`src/rtl/panda_pkg.sv`:
```
// Shared types for the Panda pipeline controller: FSM states and PC source select.
package panda_pkg;

  typedef enum logic [1:0] {
    CTRL_RESET = 2'd0,
    CTRL_BOOT  = 2'd1,
    CTRL_RUN   = 2'd2,
    CTRL_HALT  = 2'd3
  } ctrl_state_e;

  typedef enum logic [0:0] {
    PC_BOOT = 1'b0,
    PC_JUMP = 1'b1
  } pc_sel_e;

  localparam int unsigned RegAddrWidth = 5;
  localparam int unsigned NumSrcRegs   = 2;

endpackage

```
`src/rtl/panda_hazard_detect.sv`:
```
// Combinational load-use detector: flags an ID source operand that depends on a load still in EX.
module panda_hazard_detect
  import panda_pkg::*;
(
  input  logic                    id_valid_i,
  input  logic [RegAddrWidth-1:0] id_rs1_addr_i,
  input  logic [RegAddrWidth-1:0] id_rs2_addr_i,
  input  logic                    id_rs1_used_i,
  input  logic                    id_rs2_used_i,
  input  logic                    ex_valid_i,
  input  logic                    ex_load_i,
  input  logic [RegAddrWidth-1:0] ex_rd_addr_i,
  output logic                    load_use_o
);

  logic [RegAddrWidth-1:0] rs_addr [NumSrcRegs];
  logic [NumSrcRegs-1:0]   rs_used;
  logic [NumSrcRegs-1:0]   rs_match;
  logic                    ex_writes_load;

  assign rs_addr[0] = id_rs1_addr_i;
  assign rs_addr[1] = id_rs2_addr_i;
  assign rs_used    = {id_rs2_used_i, id_rs1_used_i};

  // x0 is hardwired to zero, so a load targeting it never creates a dependency.
  assign ex_writes_load = ex_valid_i & ex_load_i & (ex_rd_addr_i != '0);

  generate
    for (genvar gi = 0; gi < NumSrcRegs; gi++) begin : g_src
      assign rs_match[gi] = rs_used[gi] & (rs_addr[gi] == ex_rd_addr_i);
    end
  endgenerate

  assign load_use_o = ex_writes_load & id_valid_i & (|rs_match);

endmodule

```
`src/rtl/panda_controller.sv`:
```
// Pipeline controller for the Panda core: stall/flush/redirect sequencing,
// halt on illegal instruction and a saturating stall-cycle counter.
module panda_controller
  import panda_pkg::*;
#(
  parameter int unsigned CntWidth = 32
) (
  input  logic                clk_i,
  input  logic                rst_ni,
  input  logic                fetch_enable_i,
  input  logic                id_valid_i,
  input  logic                illegal_instr_i,
  input  logic [4:0]          id_rs1_addr_i,
  input  logic [4:0]          id_rs2_addr_i,
  input  logic                id_rs1_used_i,
  input  logic                id_rs2_used_i,
  input  logic                ex_valid_i,
  input  logic                ex_load_i,
  input  logic [4:0]          ex_rd_addr_i,
  input  logic                branch_taken_i,
  input  logic                lsu_busy_i,
  output logic                pc_set_o,
  output pc_sel_e             pc_sel_o,
  output logic                if_stall_o,
  output logic                id_stall_o,
  output logic                ex_stall_o,
  output logic                id_flush_o,
  output logic                ex_flush_o,
  output logic                halted_o,
  output logic [CntWidth-1:0] stall_cnt_o
);

  localparam logic [CntWidth-1:0] CntOne = {{(CntWidth-1){1'b0}}, 1'b1};

  ctrl_state_e         state_reg, state_next;
  logic [CntWidth-1:0] stall_cnt_reg;
  logic                load_use;

  panda_hazard_detect u_hazard_detect (
    .id_valid_i    (id_valid_i),
    .id_rs1_addr_i (id_rs1_addr_i),
    .id_rs2_addr_i (id_rs2_addr_i),
    .id_rs1_used_i (id_rs1_used_i),
    .id_rs2_used_i (id_rs2_used_i),
    .ex_valid_i    (ex_valid_i),
    .ex_load_i     (ex_load_i),
    .ex_rd_addr_i  (ex_rd_addr_i),
    .load_use_o    (load_use)
  );

  always_ff @(posedge clk_i or negedge rst_ni) begin
    if (!rst_ni) begin
      state_reg <= CTRL_RESET;
    end else begin
      state_reg <= state_next;
    end
  end

  always_comb begin
    state_next = state_reg;
    pc_set_o   = 1'b0;
    pc_sel_o   = PC_BOOT;
    if_stall_o = 1'b0;
    id_stall_o = 1'b0;
    ex_stall_o = 1'b0;
    id_flush_o = 1'b0;
    ex_flush_o = 1'b0;

    case (state_reg)
      CTRL_RESET: begin
        if_stall_o = 1'b1;
        id_stall_o = 1'b1;
        ex_stall_o = 1'b1;
        if (fetch_enable_i) begin
          state_next = CTRL_BOOT;
        end
      end

      CTRL_BOOT: begin
        pc_set_o   = 1'b1;
        pc_sel_o   = PC_BOOT;
        id_flush_o = 1'b1;
        ex_flush_o = 1'b1;
        state_next = CTRL_RUN;
      end

      CTRL_RUN: begin
        // Priority chain: a pending memory access freezes everything, so
        // lower-priority events are simply re-seen once it completes.
        if (lsu_busy_i) begin
          if_stall_o = 1'b1;
          id_stall_o = 1'b1;
          ex_stall_o = 1'b1;
        end else if (branch_taken_i) begin
          pc_set_o   = 1'b1;
          pc_sel_o   = PC_JUMP;
          id_flush_o = 1'b1;
          ex_flush_o = 1'b1;
        end else if (id_valid_i && illegal_instr_i) begin
          if_stall_o = 1'b1;
          id_stall_o = 1'b1;
          ex_flush_o = 1'b1;
          state_next = CTRL_HALT;
        end else if (load_use) begin
          if_stall_o = 1'b1;
          id_stall_o = 1'b1;
          ex_flush_o = 1'b1;
        end
      end

      CTRL_HALT: begin
        if_stall_o = 1'b1;
        id_stall_o = 1'b1;
        ex_stall_o = 1'b1;
      end

      default: begin
        state_next = CTRL_RESET;
      end
    endcase
  end

  always_ff @(posedge clk_i or negedge rst_ni) begin
    if (!rst_ni) begin
      stall_cnt_reg <= '0;
    end else if ((state_reg == CTRL_RUN) && if_stall_o && (stall_cnt_reg != '1)) begin
      stall_cnt_reg <= stall_cnt_reg + CntOne;
    end
  end

  assign stall_cnt_o = stall_cnt_reg;
  assign halted_o    = (state_reg == CTRL_HALT);

endmodule

```
`config.mk`:
```
export PLATFORM = sky130hd
export DESIGN_NAME = panda_controller
export DESIGN_NICKNAME = d
export VERILOG_FILES = /design/src/rtl/panda_pkg.sv /design/src/rtl/panda_hazard_detect.sv /design/src/rtl/panda_controller.sv
export SDC_FILE = /design/constraint.sdc
export NUM_CORES = 1
export LEC_CHECK = 0
export BUFFER_PORTS_ARGS = -buffer_cell sky130_fd_sc_hd__buf_2
export CORE_UTILIZATION = 46
export DETAILED_ROUTE_END_ITERATION = 16
export PLACE_DENSITY = 0.76
export SLEW_MARGIN = 40
export SYNTH_ARGS = -nofsm -noshare
export SYNTH_HDL_FRONTEND = slang
export SYNTH_SLANG_ARGS = --single-unit
```
`constraint.sdc`:
```
create_clock -name clk_i -period 2.2 [get_ports clk_i]
set_input_delay 0 -clock clk_i [delete_from_list [all_inputs] [get_ports clk_i]]
set_output_delay 0 -clock clk_i [all_outputs]
set_load 0.1 [all_outputs]
```
==> run summary <==
Final layout
• fraction of layout instances using a drive strength above 1: 0.4913
• Finished Cell Area: 2843 µm²
• area of all sequential standard cells: 937.1 µm²
• Ant. Diodes: 0
• final-layout fill cell count: 360
• number of flip-flops in the largest register: 32
• synthesis-to-finish area growth: 33.33%
• area occupied by multi-input gates: 1276 µm²
• layout net count: 321

Placement
• routability-driven placement congestion ratio: 0.7827
• count of buffers inserted at the top-level ports: 65
• half-perimeter wire length after detailed placement: 3630 µm
• placed inst area: 2695 µm²
• pre-CTS WS: 0.03482 ns

Logic synthesis
• top cell type's share of synthesized area: 0.3991
• proportion of synthesized chip area in sequential cells: 0.3991
• Syn. warnings: 0
• post-synth design cell area: 2132 µm²
• mean area per synthesized cell: 10.15 µm²
• number of synthesized flops with an enable pin: 0
• Synthesized Nets: 243
• Synth Flop Type: sky130_fd_sc_hd__dfrtp_1
• distinct cell type count after synthesis: 38
• number of synthesized register bits: 34
• cell types occupying the most area after synthesis: sky130_fd_sc_hd__dfrtp_1 (40%), sky130_fd_sc_hd__xor2_1 (15%), sky130_fd_sc_hd__nor4_2 (5.3%)
• ys async rst share: 1.000
• Synth Instances: 210
• library cell with the largest summed area after synthesis: sky130_fd_sc_hd__dfrtp_1

Power and ir drop
• maximum ir drop on the vdd rail: 0.001107 V
• share of power burned in the clock network: 0.119
• share of power burned in registers: 0.232
• net load switching power: 2493 µW
• fraction of power consumed by combinational cells: 0.649
• switch share: 0.6065
• power per standard cell area: 1446 nW/µm²
• Static Leakage: 0.001072 µW
• cell internal power dissipation: 1618 µW

Flow run
• # Max-Cap Violations: 0

STA
• Setup violations, final: 0
• RSZ-0062 raised after global routing: true
• worst-case setup margin in the final layout: 0.08783 ns
• slew of the pin with the lowest slew margin: 0.4964 ns
• final hold violation count: 0
• crit path time final: 2.112 ns
• post-route setup TNS: 0 ns
• final critical-path share of the clock period: 0.9601
• Peak Freq: 0.4734 GHz
• Relative slew margins: 0.6713
• max-slew violation count: 0
• worst clock skew: 0.005417 ns

Detailed routing
• detailed-route wire length per cell: 14.57 µm
• DR pass1 iterations: 4
• total length of routed wires: 4970 µm
• violation count after the first detailed-routing iteration: 89
• number of vias after detailed routing: 1839
• Remaining DRCs: 0
• vias per inst: 5.393
• Detail Route Antenna Nets: 0

Critical path
• arrival time of data at the critical path endpoint: 2.30 ns
• Max Fanout on Critical Path: 6
• slowest CP cell: sky130_fd_sc_hd__dfrtp_1
• cell seen most often among critical-path stages: sky130_fd_sc_hd__nand2b_1
• critical path, cell by cell: ha_1 -> nand2b_1 -> nand2b_1 -> o32a_4 -> nor3_1 -> mux2_2
• CP endpoint kind: flip-flop
• data required time of the worst path: 2.38 ns
• CP Class: reg -> reg
• crit start category: flip-flop
• CP peak stage delay: 0.44 ns

Die
• area of the core region: 4414 µm²
• I/O Pins: 66
• floorplan die height: 70.08 µm
• row cnt: 24
• Die X-Extent: 70.08 µm
• Die Area: 4911 µm²
• initial standard-cell utilization of the core: 0.4830

Clock tree
• TritonCTS clock tree: done
• CTS Buf Count: 5
• number of H-tree levels: 2
• worst-skew pair later-pin latency: 0.29 ns
• Clock Sink Count: 34
• clock slew at reported path FFs: 0.07 ns
• Max clock buf depth: 2
• Clock Root Buffer: sky130_fd_sc_hd__clkbuf_8

GRT
• overall overflow remaining after global route: 0
• initial antenna violation count: 0
• first-pass GRT wire length: 8211 µm
• vias in the first global route: 1802
• maximum number of pins on one net before global-route repair: 35
• combined global-route utilization of all metal layers: 0.2093

Outcome
• run status: finished, final reports clean

Worst hold path
• Min-Delay Path Class: in -> reg

-- worst max-delay path: cells and delay by family, from the launching register on --
family          cells  cell delay [ns]
simple gates        3             0.61
fa+ha+maj           1             0.23
compound gates      1             0.36
flops               1             0.44
mux                 1             0.36
-- layout make-up --
class                   instances  share of cell area
inverters                       6            0.007923
multi-input cells             160              0.4489
repair buffers                 81              0.1585
clock buffers                   7             0.03037
well taps                      52             0.02289
clock inverters                 1            0.001761
flip-flops and latches         34              0.3297
-- cells in the mapped netlist, types with 2 or more instances --
| cell type | n |
|---|---|
| sky130_fd_sc_hd__nand4_1 | 8 |
| sky130_fd_sc_hd__inv_1 | 6 |
| sky130_fd_sc_hd__clkbuf_1 | 2 |
| sky130_fd_sc_hd__nand3_1 | 21 |
| sky130_fd_sc_hd__buf_4 | 4 |
| sky130_fd_sc_hd__nand2_1 | 14 |
| sky130_fd_sc_hd__xor2_1 | 36 |
| sky130_fd_sc_hd__nor4_4 | 2 |
| sky130_fd_sc_hd__o21bai_1 | 2 |
| sky130_fd_sc_hd__and4_1 | 5 |
| sky130_fd_sc_hd__nor4_1 | 2 |
| sky130_fd_sc_hd__nor2_1 | 11 |
| sky130_fd_sc_hd__nor3_1 | 13 |
| sky130_fd_sc_hd__and2_1 | 2 |
| sky130_fd_sc_hd__buf_2 | 3 |
| sky130_fd_sc_hd__xnor2_1 | 4 |
| sky130_fd_sc_hd__nand2b_1 | 2 |
| sky130_fd_sc_hd__nor4_2 | 9 |
| sky130_fd_sc_hd__dfrtp_1 | 34 |
| sky130_fd_sc_hd__and3_1 | 5 |
| sky130_fd_sc_hd__o21ai_0 | 2 |
| sky130_fd_sc_hd__ha_1 | 7 |
-- kinds of logic after synthesis --
group                      synth area share
xor gates and xnor gates             0.1643
AOI/OAI and AO/OA                   0.03404
muxes                               0.01526
and+or+nand+nor                      0.3057
adders and majority gates           0.04108
DFF                                  0.3991
buffers and inverters               0.04049
-- timing repair --
item | in CTS | in global routing
resized for setup | 0 | 7
hold buffers | 1 | 0
endpoints found under the setup margin | 0 | 24
buffers inserted | 0 | 1
endpoints found under the hold margin | 34 | 0
-- metal layers --
layer  GRT usage  up-vias  share of wire
li1            -      902              -
met1      0.2735      884           0.45
met2      0.3440       43           0.49
met3     0.03608       10          0.035
met4     0.08444        0          0.020
met5           0        -              0
-- stage by stage --
| step | utilization | total power (µW) | hold slack (ns) | instances |
|---|---|---|---|---|
| final | 0.6440 | 4111 | 0.1344 | 341 |
| after global routing | 0.6440 | 4278 | 0.1720 | 341 |
| after CTS | 0.6335 | 4077 | 0.1330 | 340 |
| after detailed placement | 0.6105 | 3583 | 0.1172 | 331 |
| after global placement | 0.6105 | 3560 | 0.1141 | 331 |
| after floorplan | - | 3178 | -0.2956 | 210 |
-- layout by cell type, fill, tap and decap left out, types with 4 or more instances in the layout --
master	instances
sky130_fd_sc_hd__buf_2	64
sky130_fd_sc_hd__xor2_1	36
sky130_fd_sc_hd__dfrtp_4	20
sky130_fd_sc_hd__nand3_1	19
sky130_fd_sc_hd__buf_4	16
sky130_fd_sc_hd__nand2_1	14
sky130_fd_sc_hd__nor3_1	12
sky130_fd_sc_hd__nor2_1	11
sky130_fd_sc_hd__dfrtp_2	9
sky130_fd_sc_hd__nand4_1	8
sky130_fd_sc_hd__nor4_2	7
sky130_fd_sc_hd__ha_1	7
sky130_fd_sc_hd__clkbuf_8	6
sky130_fd_sc_hd__inv_1	5
sky130_fd_sc_hd__dfrtp_1	5
sky130_fd_sc_hd__xnor2_1	4
sky130_fd_sc_hd__and3_1	4
sky130_fd_sc_hd__and4_1	4
sky130_fd_sc_hd__nor4_4	4
-- power by group through the flow --
stage / logic [µW] / registers, µW / clock network, µW
after global routing: 2790 / 972 / 519
after floorplan: 1520 / 1660 / 0
after global placement: 2610 / 954 / 0
final: 2670 / 953 / 489
after detailed placement: 2630 / 957 / 0
after CTS: 2630 / 947 / 497
-- worst paths after layout --
check	startpoint	endpoint	slack, ns	cells past startpoint
hold / removal	fetch_enable_i	state_reg[0]$_DFFE_PN0P_	0.13	4
max in group asynchronous	rst_ni	stall_cnt_o[1]$_DFFE_PN0P_	1.65	2
min in group asynchronous	rst_ni	stall_cnt_o[29]$_DFFE_PN0P_	0.19	2
setup reg to reg	state_reg[0]$_DFFE_PN0P_	stall_cnt_o[28]$_DFFE_PN0P_	0.09	6
hold reg to reg	stall_cnt_o[8]$_DFFE_PN0P_	stall_cnt_o[8]$_DFFE_PN0P_	0.49	1
setup / recovery	state_reg[0]$_DFFE_PN0P_	stall_cnt_o[28]$_DFFE_PN0P_	0.09	6
No activity file was read; power rests on OpenSTA's default activity.
